### src/rtl/atto_cfg_pkg.sv
// Shared types and constants for the atto fabric configuration loader.
package atto_cfg_pkg;

    typedef enum logic [2:0] {
        ST_IDLE  = 3'd0,
        ST_LOAD  = 3'd1,
        ST_CHECK = 3'd2,
        ST_RUN   = 3'd3,
        ST_ERR   = 3'd4
    } state_e;

    localparam int unsigned CHAIN_BYTES_DEF = 16;
    localparam int unsigned CSUM_W          = 8;

endpackage

### src/rtl/atto_sync_edge.sv
// Multi-flop synchroniser for an asynchronous level, followed by a registered
// one-cycle rising-edge pulse.
module atto_sync_edge #(
    parameter int SYNC_STAGES = 2
) (
    input  logic clk,
    input  logic rst_n,
    input  logic async_in,
    output logic pulse
);

    logic [SYNC_STAGES-1:0] sync_q, sync_d;
    logic                   last_q, last_d;
    logic                   pulse_q, pulse_d;

    always_comb begin
        sync_d  = {sync_q[SYNC_STAGES-2:0], async_in};
        last_d  = sync_q[SYNC_STAGES-1];
        pulse_d = sync_q[SYNC_STAGES-1] & ~last_q;
    end

    // NOTE: sequential state uses non-blocking assignments so every flop
    // samples pre-edge values regardless of statement order.
    always_ff @(posedge clk or negedge rst_n) begin
        if (!rst_n) begin
            sync_q  <= '0;
            last_q  <= 1'b0;
            pulse_q <= 1'b0;
        end else begin
            sync_q  <= sync_d;
            last_q  <= last_d;
            pulse_q <= pulse_d;
        end
    end

    assign pulse = pulse_q;

endmodule

### src/rtl/atto_cfg_loader.sv
// Host-strobed config byte loader for the atto fabric config chain.
// Optional trailing XOR checksum byte enabled by ATTO_CFG_CHECKSUM_EN.
module atto_cfg_loader
    import atto_cfg_pkg::*;
#(
    parameter  int CHAIN_BYTES = CHAIN_BYTES_DEF,
    parameter  int SYNC_STAGES = 2,
    localparam int CNT_W       = $clog2(CHAIN_BYTES + 1)
) (
    input  logic             clk,
    input  logic             rst_n,
    input  logic [7:0]       cfg_data,
    input  logic             cfg_strobe,
    input  logic             cfg_start,
    output logic [7:0]       chain_data,
    output logic             chain_shift,
    output logic             fabric_en,
    output logic             cfg_done,
    output logic             cfg_error,
    output logic [CNT_W-1:0] byte_count
);

    logic strobe_pulse, start_pulse;

    atto_sync_edge #(.SYNC_STAGES(SYNC_STAGES)) u_strobe_sync (
        .clk      (clk),
        .rst_n    (rst_n),
        .async_in (cfg_strobe),
        .pulse    (strobe_pulse)
    );

    atto_sync_edge #(.SYNC_STAGES(SYNC_STAGES)) u_start_sync (
        .clk      (clk),
        .rst_n    (rst_n),
        .async_in (cfg_start),
        .pulse    (start_pulse)
    );

    // Data follows the strobe through an equal-depth line; the host hold
    // window keeps it stable while the strobe edge is being qualified.
    logic [7:0] data_q [SYNC_STAGES];
    logic [7:0] data_d [SYNC_STAGES];
    logic [7:0] data_sync;

    always_comb begin
        data_d[0] = cfg_data;
        for (int i = 1; i < SYNC_STAGES; i++) begin
            data_d[i] = data_q[i-1];
        end
    end

    // NOTE: the delay line is reset like the control synchronisers so the
    // loader comes up with no X on the datapath feeding chain_data.
    always_ff @(posedge clk or negedge rst_n) begin
        if (!rst_n) begin
            for (int i = 0; i < SYNC_STAGES; i++) begin
                data_q[i] <= '0;
            end
        end else begin
            for (int i = 0; i < SYNC_STAGES; i++) begin
                data_q[i] <= data_d[i];
            end
        end
    end

    assign data_sync = data_q[SYNC_STAGES-1];

    state_e           state_q, state_d;
    logic [CNT_W-1:0] count_q, count_d;
    logic [7:0]       chain_data_q, chain_data_d;
    logic             shift_q, shift_d;
    logic             en_q, en_d;
    logic             done_q, done_d;
`ifdef ATTO_CFG_CHECKSUM_EN
    logic [CSUM_W-1:0] csum_q, csum_d;
    logic              err_q, err_d;
`endif

    // NOTE: every variable gets a default before the case so no latch can be
    // inferred on paths that do not assign it.
    always_comb begin
        state_d      = state_q;
        count_d      = count_q;
        chain_data_d = chain_data_q;
        shift_d      = 1'b0;
`ifdef ATTO_CFG_CHECKSUM_EN
        csum_d       = csum_q;
`endif
        // A start edge dominates; a coincident strobe byte is dropped.
        if (start_pulse) begin
            state_d = ST_LOAD;
            count_d = '0;
`ifdef ATTO_CFG_CHECKSUM_EN
            csum_d  = '0;
`endif
        end else if (strobe_pulse) begin
            case (state_q)
                ST_LOAD: begin
                    chain_data_d = data_sync;
                    shift_d      = 1'b1;
                    count_d      = count_q + 1'b1;
`ifdef ATTO_CFG_CHECKSUM_EN
                    csum_d       = csum_q ^ data_sync;
                    if (count_q == CNT_W'(CHAIN_BYTES - 1)) state_d = ST_CHECK;
`else
                    if (count_q == CNT_W'(CHAIN_BYTES - 1)) state_d = ST_RUN;
`endif
                end
`ifdef ATTO_CFG_CHECKSUM_EN
                ST_CHECK: state_d = (data_sync == csum_q) ? ST_RUN : ST_ERR;
`endif
                default: ;
            endcase
        end
        en_d   = (state_d == ST_RUN);
        done_d = (state_d == ST_RUN);
`ifdef ATTO_CFG_CHECKSUM_EN
        err_d  = (state_d == ST_ERR);
`endif
    end

    always_ff @(posedge clk or negedge rst_n) begin
        if (!rst_n) begin
            state_q      <= ST_IDLE;
            count_q      <= '0;
            chain_data_q <= '0;
            shift_q      <= 1'b0;
            en_q         <= 1'b0;
            done_q       <= 1'b0;
`ifdef ATTO_CFG_CHECKSUM_EN
            csum_q       <= '0;
            err_q        <= 1'b0;
`endif
        end else begin
            state_q      <= state_d;
            count_q      <= count_d;
            chain_data_q <= chain_data_d;
            shift_q      <= shift_d;
            en_q         <= en_d;
            done_q       <= done_d;
`ifdef ATTO_CFG_CHECKSUM_EN
            csum_q       <= csum_d;
            err_q        <= err_d;
`endif
        end
    end

    assign chain_data  = chain_data_q;
    assign chain_shift = shift_q;
    assign fabric_en   = en_q;
    assign cfg_done    = done_q;
    assign byte_count  = count_q;
`ifdef ATTO_CFG_CHECKSUM_EN
    assign cfg_error   = err_q;
`else
    assign cfg_error   = 1'b0;
`endif

endmodule
### config.mk
export PLATFORM = sky130hd
export DESIGN_NAME = atto_cfg_loader
export DESIGN_NICKNAME = d
export VERILOG_FILES = /design/src/rtl/atto_cfg_pkg.sv /design/src/rtl/atto_sync_edge.sv /design/src/rtl/atto_cfg_loader.sv
export SDC_FILE = /design/constraint.sdc
export NUM_CORES = 1
export LEC_CHECK = 0
export ABC_AREA = 1
export CAP_MARGIN = 20
export CORE_UTILIZATION = 40
export CTS_CLUSTER_SIZE = 8
export DETAILED_ROUTE_END_ITERATION = 12
export PLACE_DENSITY = 0.64
export SLEW_MARGIN = 20
export SYNTH_ARGS = -nofsm -noshare
export SYNTH_HDL_FRONTEND = slang
export SYNTH_SLANG_ARGS = --single-unit
### constraint.sdc
create_clock -name clk -period 2.61 [get_ports clk]
set_input_delay 0.6525 -clock clk [delete_from_list [all_inputs] [get_ports clk]]
set_output_delay 0.6525 -clock clk [all_outputs]
set_load 0.03 [all_outputs]
# ---- After elaboration in Yosys (flattened, before gate mapping)
# Cells that the tools add are included.
dict set report totals {
  register_bits 42
}
dict set report classes {
  n_bitwise 5
  add_sub_neg 1
  n_mux 10
  n_eq_ne 3
  n_reduce_logical 4
}
# op count
set op_table {}
lappend op_table {{5-bit two-way mux} 3}
lappend op_table {{3-bit two-way mux} 4}
lappend op_table {{5-bit by 1-bit adder with 5-bit output, second input constant} 1}
lappend op_table {{5-bit by 4-bit == test with 1-bit output, second input constant} 1}
lappend op_table {{2-bit nonzero test} 2}
lappend op_table {{3-bit by 1-bit == test with 1-bit output, second input constant} 1}
lappend op_table {{3-bit by 2-bit == test with 1-bit output, second input constant} 1}
lappend op_table {{1-bit two-way mux} 3}
lappend op_table {{1-bit NOT} 3}
lappend op_table {{3-bit AND reduction} 1}
lappend op_table {{1-bit bitwise AND} 2}
lappend op_table {{2-bit AND reduction} 1}

# ---- Logic depth before layout (Yosys ltp)
# Gate-level depths: netlist (run 1).
dict set report logic_depth {
  ltp_word 6
  depth_mapped 7
}

# ---- By module
# Synthesis (run 1) repeated with hierarchy kept, for this count alone.
dict set report hier_totals {
  hier_cells 117
  hier_area_um2 1423.9
}
# module area_per_inst_um2 instances seq_area_each_um2 cells_per_inst
set by_module_without_submodules {}
lappend by_module_without_submodules {atto_cfg_loader 1203.7 1 850.8 105}
lappend by_module_without_submodules {atto_sync_edge 110.1 2 100.1 6}

# ---- Least setup slack after synthesis (run 1)
# Ideal clock, no wire load.
dict set report synth_path {
  kind {reg-to-reg}
  from {register count_q[0] (netlist: byte_count[0])}
  to {register count_q[4] (netlist: byte_count[4])}
  synth_period_minus_slack_ns 1.447
  setup_ns 0.126
  required_time_ns 2.484
  t_arrival_ns 1.320
  path_stages_with_launch 7
  slack_ns 1.163
  path_cell_list {dfrtp_1 > ha_1 > and3_1 > ha_1 > nor2_1 > nand2_1 > o21ai_0}
}
dict set report synth_between {
  elab_chain_len 4
}
# item line
set synth_lines {}
lappend synth_lines {{start, declared} atto_cfg_loader.sv:69} ;# logic [CNT_W-1:0] count_q, count_d;
lappend synth_lines {{start signal, assigned} atto_cfg_loader.sv:136} ;# count_q <= count_d;
lappend synth_lines {{5-bit by 1-bit adder with 5-bit output} atto_cfg_loader.sv:101} ;# count_d = count_q + 1'b1;
lappend synth_lines {{5-bit two-way mux} atto_cfg_loader.sv:97} ;# case (state_q)
lappend synth_lines {{5-bit two-way mux} atto_cfg_loader.sv:96} ;# end else if (strobe_pulse) begin
lappend synth_lines {{5-bit two-way mux} atto_cfg_loader.sv:90} ;# if (start_pulse) begin
# Every way passes these cells. The select of a mux whose other input is x is not followed.
# A chain may end at the register's enable or synchronous reset.

# ---- Worst setup path after layout (run 1)
dict set report layout_path {
  from {register count_q[2] (netlist: byte_count[2])}
  to {output byte_count[2]}
}
# item line
set layout_lines {}
lappend layout_lines {{end, declared} atto_cfg_loader.sv:20} ;# output logic [CNT_W-1:0] byte_count
# No word-level cell between the ends.

==> results of run 1 <==
[cell usage after synthesis]
| cell | n | area [um^2] |
|---|---|---|
| dfrtp_1 | 42 | 1050 |
| nand3_1 | 2 | 10.0 |
| ha_1 | 2 | 25.0 |
| and3_1 | 1 | 6.26 |
| a21oi_1 | 2 | 10.0 |
| o21ai_0 | 11 | 55.1 |
| nor2_1 | 7 | 26.3 |
| inv_1 | 8 | 30.0 |
| nor2_2 | 1 | 6.26 |
| or2_2 | 1 | 6.26 |
| conb_1 | 1 | 3.75 |
| nand4_1 | 1 | 6.26 |
| clkbuf_1 | 1 | 3.75 |
| nand2_1 | 28 | 105 |
| nor2_4 | 1 | 11.3 |
| nand2_2 | 2 | 12.5 |
| xor2_1 | 1 | 8.76 |
| buf_4 | 2 | 15.0 |
| buf_6 | 2 | 22.5 |
| inv_2 | 1 | 3.75 |
[cell type report]
type	instances	area (um^2)	area share
sequential	42	1050	0.591
multi-input combinational	61	293	0.165
timing repair buffer	27	265	0.149
tap	46	57.6	0.0324
clock inverter	3	40.0	0.0225
clock buffer	5	37.5	0.0211
inverter	9	33.8	0.0190
[layer usage]
metal  GRT usage  routed length, um
met1       0.153                922
met2       0.192                918
met3      0.0441                 97
met4      0.0952                 59
met5           0                  0
[flip-flops by register name (all words and copies together), names as in the netlist]
signal / flops
data_d: 8
chain_shift: 1
u_strobe_sync.pulse: 1
u_start_sync.pulse: 1
u_start_sync.last_q: 1
u_strobe_sync.last_q: 1
data_sync: 8
u_start_sync.sync_q: 2
state_q: 3
u_strobe_sync.sync_q: 2
cfg_done: 1
byte_count: 5
chain_data: 8
[cell families after synthesis]
group                      synth area share
adders and majority gates            0.0176
AOI/OAI and AO/OA                    0.0459
xor gates and xnor gates            0.00617
DFF                                   0.741
other                               0.00264
and+or+nand+nor                       0.134
buffers and inverters                0.0529
[stage by stage]
stage / setup WS [ns] / total power (W) / util / hold slack [ns]
2_1_floorplan: 1.16 / 0.000824 / - / 0.331
3_3_place_gp: 0.889 / 0.000909 / 0.506 / 0.333
3_5_place_dp: 0.873 / 0.000913 / 0.506 / 0.336
4_1_cts: 0.475 / 0.00131 / 0.529 / 0.363
5_1_grt: 0.420 / 0.00136 / 0.529 / 0.373
6_report: 0.497 / 0.00129 / 0.529 / 0.360
[layout by cell type, fill, tap and decap left out, drive strengths merged, types with 2 or more instances in the layout]
cell           netlist  layout
ha                   2       2
nor2                 9       9
clkinv               0       2
o21ai               11      11
inv                  9       9
a21oi                2       2
nand2               30      30
clkbuf               1       5
nand3                2       2
dfrtp               42      42
clkdlybuf4s50        0      26
[worst register-to-register path, cell delays in order (launching register included)]
cell	delay, ns
dfrtp_1	0.43
ha_1	0.23
and3_1	0.17
ha_1	0.26
nor2_1	0.03
nand2_1	0.07
o21ai_0	0.06
[path summary, 6_finish.rpt]
path | start | to | slack, ns | cells past startpoint
min in group asynchronous | rst_n | byte_count[4]$_DFFE_PN0P_ | 0.42 | 1
max in group asynchronous | rst_n | data_d[5]$_DFF_PN0_ | 1.64 | 1
max | byte_count[2]$_DFFE_PN0P_ | byte_count[2] | 0.50 | 1
min reg2reg | data_d[5]$_DFF_PN0_ | data_sync[5]$_DFF_PN0_ | 0.36 | 0
max reg2reg | byte_count[0]$_DFFE_PN0P_ | byte_count[4]$_DFFE_PN0P_ | 1.24 | 6
min | data_d[5]$_DFF_PN0_ | data_sync[5]$_DFF_PN0_ | 0.36 | 0
[where the power goes]
group	leakage [nW]	total [W]	internal [W]	switching [W]
Sequential	0.514	0.000719	0.000695	0.0000242
Clock	0.0450	0.000398	0.000198	0.000199
Combinational	0.297	0.000178	0.0000725	0.000105
==> impl_metrics.env, run 1 <==
export IMPL_fin_cells=193
export IMPL_grt_use_total=0.128
export IMPL_p_per_area_nw_per_um2=728
export IMPL_crit_family="buffers and inverters"
export IMPL_dp_hpwl_mm=1.32
export IMPL_worst_setup_path_type="reg2out"
export IMPL_stdcell_area_um2=1780
export IMPL_clock_skew_final_ns=0.00553
export IMPL_cts_setup_buffers=0
export IMPL_worstSkewPairLatency_ns=0.34
export IMPL_cts_htree_levels=2
export IMPL_syn2layout_area_growth_pct=25.3
export IMPL_cts_sinks=42
export IMPL_relSlewSlack=0.407
export IMPL_antenna_found_initial=0
export IMPL_ir_worst_vdd_uv=308
export IMPL_synthCells=117
export IMPL_max_freq_mhz=473
export IMPL_antenna_left=0
export IMPL_cts_tree="built"
export IMPL_cts_buffers=5
export IMPL_ys_ff_latch=42
export IMPL_synth_area_um2=1420
export IMPL_drc=0
export IMPL_die_h_um=61.6
export IMPL_num_rows=21
export IMPL_synth_warning_count=0
export IMPL_synth_nets=131
export IMPL_avgSynthCellArea_um2=12.1
export IMPL_status="complete, no violations"
export IMPL_cp_max_fo=5
export IMPL_crit_path_max_incr_delay_ns=0.69
export IMPL_worstMarginPinSlew_ns=0.889
export IMPL_dp_cells=185
export IMPL_vias_per_cell=4.33
export IMPL_crit_required_ns=1.96
export IMPL_worstSetupStartpointType="flip-flop"
export IMPL_slew_violations=0
export IMPL_post_route_period_util=0.810
export IMPL_first_iter_violations=55
export IMPL_ys_types=20
export IMPL_cp_slowest_cell="clkdlybuf4s50_1"
export IMPL_fillers=324
export IMPL_grt_ovfl_total=0
export IMPL_drive_above_1_share=0.102
export IMPL_n_antenna_cell=0
export IMPL_layout_min_cycle_time_ns=2.11
export IMPL_routed_wl_mm=2.00
export IMPL_wl_per_cell_um=10.4
export IMPL_grt_setup_unrepaired="false"
export IMPL_cts_root_buf="clkbuf_4"
export IMPL_maxCapViolCount=0
export IMPL_vias=835
export IMPL_nNetsFinal=160
export IMPL_p_leak_nw=0.856
export IMPL_dr_pass1_iters=4
export IMPL_die_area_um2=3790
export IMPL_numPortBuffers=27
export IMPL_start_util=0.422
export IMPL_hold_violations=0
export IMPL_gp_congestion=0.711
export IMPL_die_w_um=61.6
export IMPL_finalSetupViolCount=0
export IMPL_fp_coreArea_um2=3360
export IMPL_end_kind="primary output"
export IMPL_io_pins=29
export IMPL_ys_seq_area_frac=0.741
export IMPL_clk_pin_slew_ns=0.12
export IMPL_setup_tns_ns=0
export IMPL_clk_path_buf_depth=2
export IMPL_grt_max_degree=43
export IMPL_grt_pass1_vias=748
export IMPL_arrival_ns=1.46
export IMPL_placed_cell_area_um2=1700
export IMPL_crit_chain="clkdlybuf4s50_1"
export IMPL_path_buf_inv=1
export IMPL_cts_hold_buf=0
export IMPL_grt_pass1_wl_mm=3.26
export IMPL_hp_class="reg2reg"
export IMPL_cts_resized=0
(Power assumes the default switching activity.)
==> run 2: changes to the inputs <==
--- a/config.mk
+++ b/config.mk
@@ -10,7 +10,7 @@
 export CORE_UTILIZATION = 40
 export CTS_CLUSTER_SIZE = 8
 export DETAILED_ROUTE_END_ITERATION = 12
-export PLACE_DENSITY = 0.64
+export PLACE_DENSITY = 0.66
 export SLEW_MARGIN = 20
 export SYNTH_ARGS = -nofsm -noshare
 export SYNTH_HDL_FRONTEND = slang
==> constraint.sdc (replaced) <==
create_clock -name clk -period 1.9 [get_ports clk]
set_input_delay 0.475 -clock clk [delete_from_list [all_inputs] [get_ports clk]]
set_output_delay 0.475 -clock clk [all_outputs]
set_load 0.03 [all_outputs]
==> impl_metrics.env, run 2 (synthesis gave the netlist of run 1 again) <==
export IMPL_die_area_um2=3790
export IMPL_grt_setup_unrepaired="false"
export IMPL_p_comb_frac=0.148
export IMPL_layout_min_cycle_time_ns=1.82
export IMPL_setup_worst_path_end="chain_shift"
export IMPL_cp_slowest_cell="clkdlybuf4s50_1"
export IMPL_rrSetupSlack_ns=0.51
export IMPL_p_int_w=0.00119
export IMPL_crit_family="buffers and inverters"
export IMPL_clk_pin_slew_ns=0.12
export IMPL_grt_use_total=0.141
export IMPL_wl_per_cell_um=11.1
export IMPL_maxCapViolCount=0
export IMPL_grt_ovfl_total=0
export IMPL_status="complete, no violations"
export IMPL_clock_skew_final_ns=0.00914
export IMPL_io_pins=29
export IMPL_crit_path_max_incr_delay_ns=0.66
export IMPL_fp_coreArea_um2=3360
export IMPL_end_kind="primary output"
export IMPL_hp_class="in2async"
export IMPL_p_leak_nw=1.04
export IMPL_sw_frac_of_total=0.275
export IMPL_cp_depth=1
export IMPL_fin_ws_ns=0.0813
export IMPL_final_common_cell="dfrtp_1"
export IMPL_drive_above_1_share=0.108
export IMPL_cts_tree="built"
export IMPL_numPortBuffers=27
export IMPL_antenna_found_initial=0
export IMPL_vias_per_cell=4.43
export IMPL_dr_pass1_iters=4
export IMPL_start_util=0.422
export IMPL_cts_root_buf="clkbuf_4"
export IMPL_cts_hold_buf=0
export IMPL_cts_htree_levels=2
export IMPL_cts_sinks=42
export IMPL_ir_worst_vdd_uv=582
export IMPL_grt_pass1_vias=875
export IMPL_worstReg2RegEnd="byte_count[4]$_DFFE_PN0P_"
export IMPL_first_iter_violations=49
export IMPL_slew_violations=0
export IMPL_crit_required_ns=1.42
export IMPL_nNetsFinal=161
export IMPL_grt_pass1_wl_mm=3.64
export IMPL_finalSetupViolCount=0
export IMPL_dp_hpwl_mm=1.54
export IMPL_antenna_left=0
export IMPL_path_buf_inv=1
export IMPL_p_per_area_nw_per_um2=912
export IMPL_setup_tns_ns=0
export IMPL_gp_congestion=0.751
export IMPL_arrival_ns=1.34
export IMPL_cp_startpoint="chain_shift$_DFF_PN0_"
export IMPL_grt_max_degree=25
export IMPL_fin_util=0.537
export IMPL_dp_slack_ns=0.345
export IMPL_cts_buffers=5
export IMPL_worstSetupStartpointType="flip-flop"
export IMPL_reg2reg_depth=6
export IMPL_die_w_um=61.6
export IMPL_drc=0
export IMPL_post_route_period_util=0.957
export IMPL_n_antenna_cell=0
export IMPL_worstSkewPairLatency_ns=0.34
export IMPL_vias=859
export IMPL_max_freq_mhz=550
export IMPL_hold_violations=0
export IMPL_worst_setup_path_type="reg2out"
export IMPL_pwr_share_seq=0.600
export IMPL_crit_chain="clkdlybuf4s50_1"
export IMPL_syn2layout_area_growth_pct=27.2
export IMPL_cp_max_fo=1
export IMPL_timing_rr_start="byte_count[0]$_DFFE_PN0P_"
export IMPL_pwr_share_clk=0.253
export IMPL_routed_wl_mm=2.16
export IMPL_die_h_um=61.6
export IMPL_clk_path_buf_depth=2
export IMPL_power_switching_w=0.000452
export IMPL_fillers=311
export IMPL_final_cell_mix="dfrtp_1 (42), nand2_1 (28), dlymetal6s2s_1 (12)"
export IMPL_num_rows=21
export IMPL_power_w=0.00165
==> run 2: layout make-up <==
cell class | instances | area (um^2) | share of cell area
multi-input cells | 61 | 293 | 0.162
inverters | 9 | 33.8 | 0.0187
well taps | 46 | 57.6 | 0.0319
flip-flops and latches | 42 | 1050 | 0.582
clock inverters | 3 | 21.3 | 0.0118
repair buffers | 28 | 312 | 0.173
clock buffers | 5 | 37.5 | 0.0208
==> run 2: worst min path at each step <==
stage	slack, ns	startpoint	cells after the start	endpoint
after floorplan	0.18	rst_n	0	byte_count[0]$_DFFE_PN0P_
after global placement	0.33	data_d[1]$_DFF_PN0_	0	data_sync[1]$_DFF_PN0_
after detailed placement	0.34	data_d[0]$_DFF_PN0_	0	data_sync[0]$_DFF_PN0_
after CTS	0.05	rst_n	1	chain_data[0]$_DFFE_PN0P_
after global routing	0.05	rst_n	1	chain_data[0]$_DFFE_PN0P_
final	0.05	rst_n	1	chain_data[0]$_DFFE_PN0P_
==> run 2: power by group through the flow <==
| stage | sequential, W | clock (W) | combinational, W |
|---|---|---|---|
| detailed placement | 0.00101 | 0 | 0.000255 |
| CTS | 0.000990 | 0.000440 | 0.000253 |
| global route | 0.000996 | 0.000485 | 0.000268 |
| global placement | 0.00100 | 0 | 0.000250 |
| finish | 0.000988 | 0.000416 | 0.000243 |
| floorplan | 0.00107 | 0 | 0.0000580 |
==> run 2: timing repair <==
item / CTS / global route
setup buffers: 0 / 0
endpoints found under the setup margin: 3 / 12
resized for setup: 3 / 12
hold endpoints to repair: 0 / 0
==> run 2: per-layer routing <==
metal | track usage | up-vias | routed length (um)
li1 | - | 422 | -
met1 | 0.145 | 404 | 823
met2 | 0.250 | 26 | 1170
met3 | 0.0441 | 7 | 115
met4 | 0.0857 | 0 | 46
met5 | 0 | - | 0
==> run 2: stage by stage <==
stage | area (um^2) | hold slack, ns | instances
detailed placement | 1720 | 0.336 | 186
global placement | 1720 | 0.332 | 186
global route | 1810 | 0.0482 | 194
floorplan | 1420 | 0.179 | 117
CTS | 1780 | 0.0502 | 194
finish | 1810 | 0.0532 | 194
==> run 3: changes to the inputs <==
--- a/config.mk
+++ b/config.mk
@@ -6,6 +6,7 @@
 export NUM_CORES = 1
 export LEC_CHECK = 0
 export ABC_AREA = 1
+export ABC_CLOCK_PERIOD_IN_PS = 1900
 export CAP_MARGIN = 20
 export CORE_UTILIZATION = 40
 export CTS_CLUSTER_SIZE = 8
==> results of run 3 <==
Final layout, timing and power as in run 2 (identical DEF).
==> patch, RTL diff (flow settings as in run 3) <==
`SYNC_STAGES` is set to 2 in 2 places; all go to 4.
--- a/src/rtl/atto_sync_edge.sv
+++ b/src/rtl/atto_sync_edge.sv
@@ -1,7 +1,7 @@
 // Multi-flop synchroniser for an asynchronous level, followed by a registered
 // one-cycle rising-edge pulse.
 module atto_sync_edge #(
-    parameter int SYNC_STAGES = 2
+    parameter int SYNC_STAGES = 4
 ) (
     input  logic clk,
     input  logic rst_n,
--- a/src/rtl/atto_cfg_loader.sv
+++ b/src/rtl/atto_cfg_loader.sv
@@ -4,7 +4,7 @@
     import atto_cfg_pkg::*;
 #(
     parameter  int CHAIN_BYTES = CHAIN_BYTES_DEF,
-    parameter  int SYNC_STAGES = 2,
+    parameter  int SYNC_STAGES = 4,
     localparam int CNT_W       = $clog2(CHAIN_BYTES + 1)
 ) (
     input  logic             clk,
Behaviour: not the same (a bounded check fails within 10 cycles, from zero or initial values and one cycle with rst_n low).
==> patch against run 3 <==
- the run now ends with DRC left
- die area up 34%
- largest power group unchanged
- design area up 33%
- combinational power up 6%
- clock skew down 3.4 ps
- setup slack worse by 12 ps
- sequential cell count up 20
- total power up 62%
- area after synthesis up 35%
- wire length up 20%
==> patch: results (changes against run 3) <==
Nets 186 (+16%); largest net degree at the start of global routing 24 (-4.0%); cts bufs inserted 9 (+4); routed len/inst 11.38 um (+2.4%); post-synth net total 151 (+15%); share of cells above drive strength 1 11.93% (+1.1 points); htree depth 3 (+1); Critical Path Start byte_count[1]$_DFFE_PN0P_; DRT Pass-1 Iters 8 (+4); DP HPWL 1.786 mm (+16%); Via Count 1,060 (+23%); GRT Total Usage 13.11% (-1.0 points); placed insts 213 (+15%); register area share after synthesis 80.83% (+6.8 points); dominant cells by area after synthesis dfrtp_1 (81%), nand2_1 (5.5%), o21ai_0 (2.9%); CTS root buf clkbuf_8; top post-synthesis cells by count dfrtp_1 (62), nand2_1 (28), o21ai_0 (11); failing checks DRC; status complete, but fails checks; worst-path maximum fanout 3 (+2); Skew-Pair Late Insertion Delay 310 ps (-30 ps); drt drc 2 (+2); Mapped Cells 137 (+17%); worst vdd ir 0.5986 mV (+2.8%); Placement Cell Area 0.002236 sq mm (+30%); final cell count without fillers 228 (+18%); Lkg Pwr 1.171 nW (+13%); worst slack at placement 337.1 ps (-8.219 ps)
## patch: timing repair
item / in CTS / in global routing
resized for setup: 2 / 1
pin swaps: 0 / 0
setup endpoints to repair: 2 / 1
## patch: layout make-up
| cell class | count | area (sq um) |
|---|---|---|
| flip-flops and latches | 62 | 1551 |
| multi-input cells | 61 | 292.8 |
| clock inverters | 1 | 5.005 |
| well taps | 52 | 65.06 |
| clock buffers | 14 | 162.7 |
| fillers | 374 | 2071 |
| repair buffers | 29 | 292.8 |
| inverters | 9 | 33.78 |
## patch: metal layers
metal / track usage, % / up-vias / wire length [um]
li1: - / 491 / -
met3: 7.314 / 4 / 160
met2: 20.63 / 41 / 1262
met5: 0 / - / 0
met1: 13.91 / 524 / 1136
met4: 7.556 / 0 / 35
## patch: power breakdown
part,internal [mW],switching [mW],leakage (nW)
clock network,0.537,0.423,0.0865
registers,1.40,0.0385,0.747
logic,0.102,0.156,0.338
## patch: worst paths after layout
kind | slack (ps) | endpoint | cells after the start
min reg2reg | 340 | data_sync[2]$_DFF_PN0_ | 0
max reg2reg | 480 | byte_count[4]$_DFFE_PN0P_ | 6
max | 70 | byte_count[1] | 1
min | 100 | cfg_done$_DFF_PN0_ | 1
min in group clk | 340 | data_sync[2]$_DFF_PN0_ | 0
max in group asynchronous | 1160 | data_d[9]$_DFF_PN0_ | 2
## patch: kinds of logic after synthesis
group	share of synthesized area, %
AND/OR/NAND/NOR	9.910
buffers and inverters	3.911
adder cells (fa/ha/maj)	1.304
other	0.1954
flip-flops	80.83
XOR/XNOR	0.4564
AO/OA/AOI/OAI	3.390
## patch: worst reg2reg max path, stage by stage, from the launching register on
cell and delay (ps):
dfrtp_1 410, ha_1 240, and3_1 180, ha_1 280
nor2_1 40, nand2_1 80, o21ai_0 70
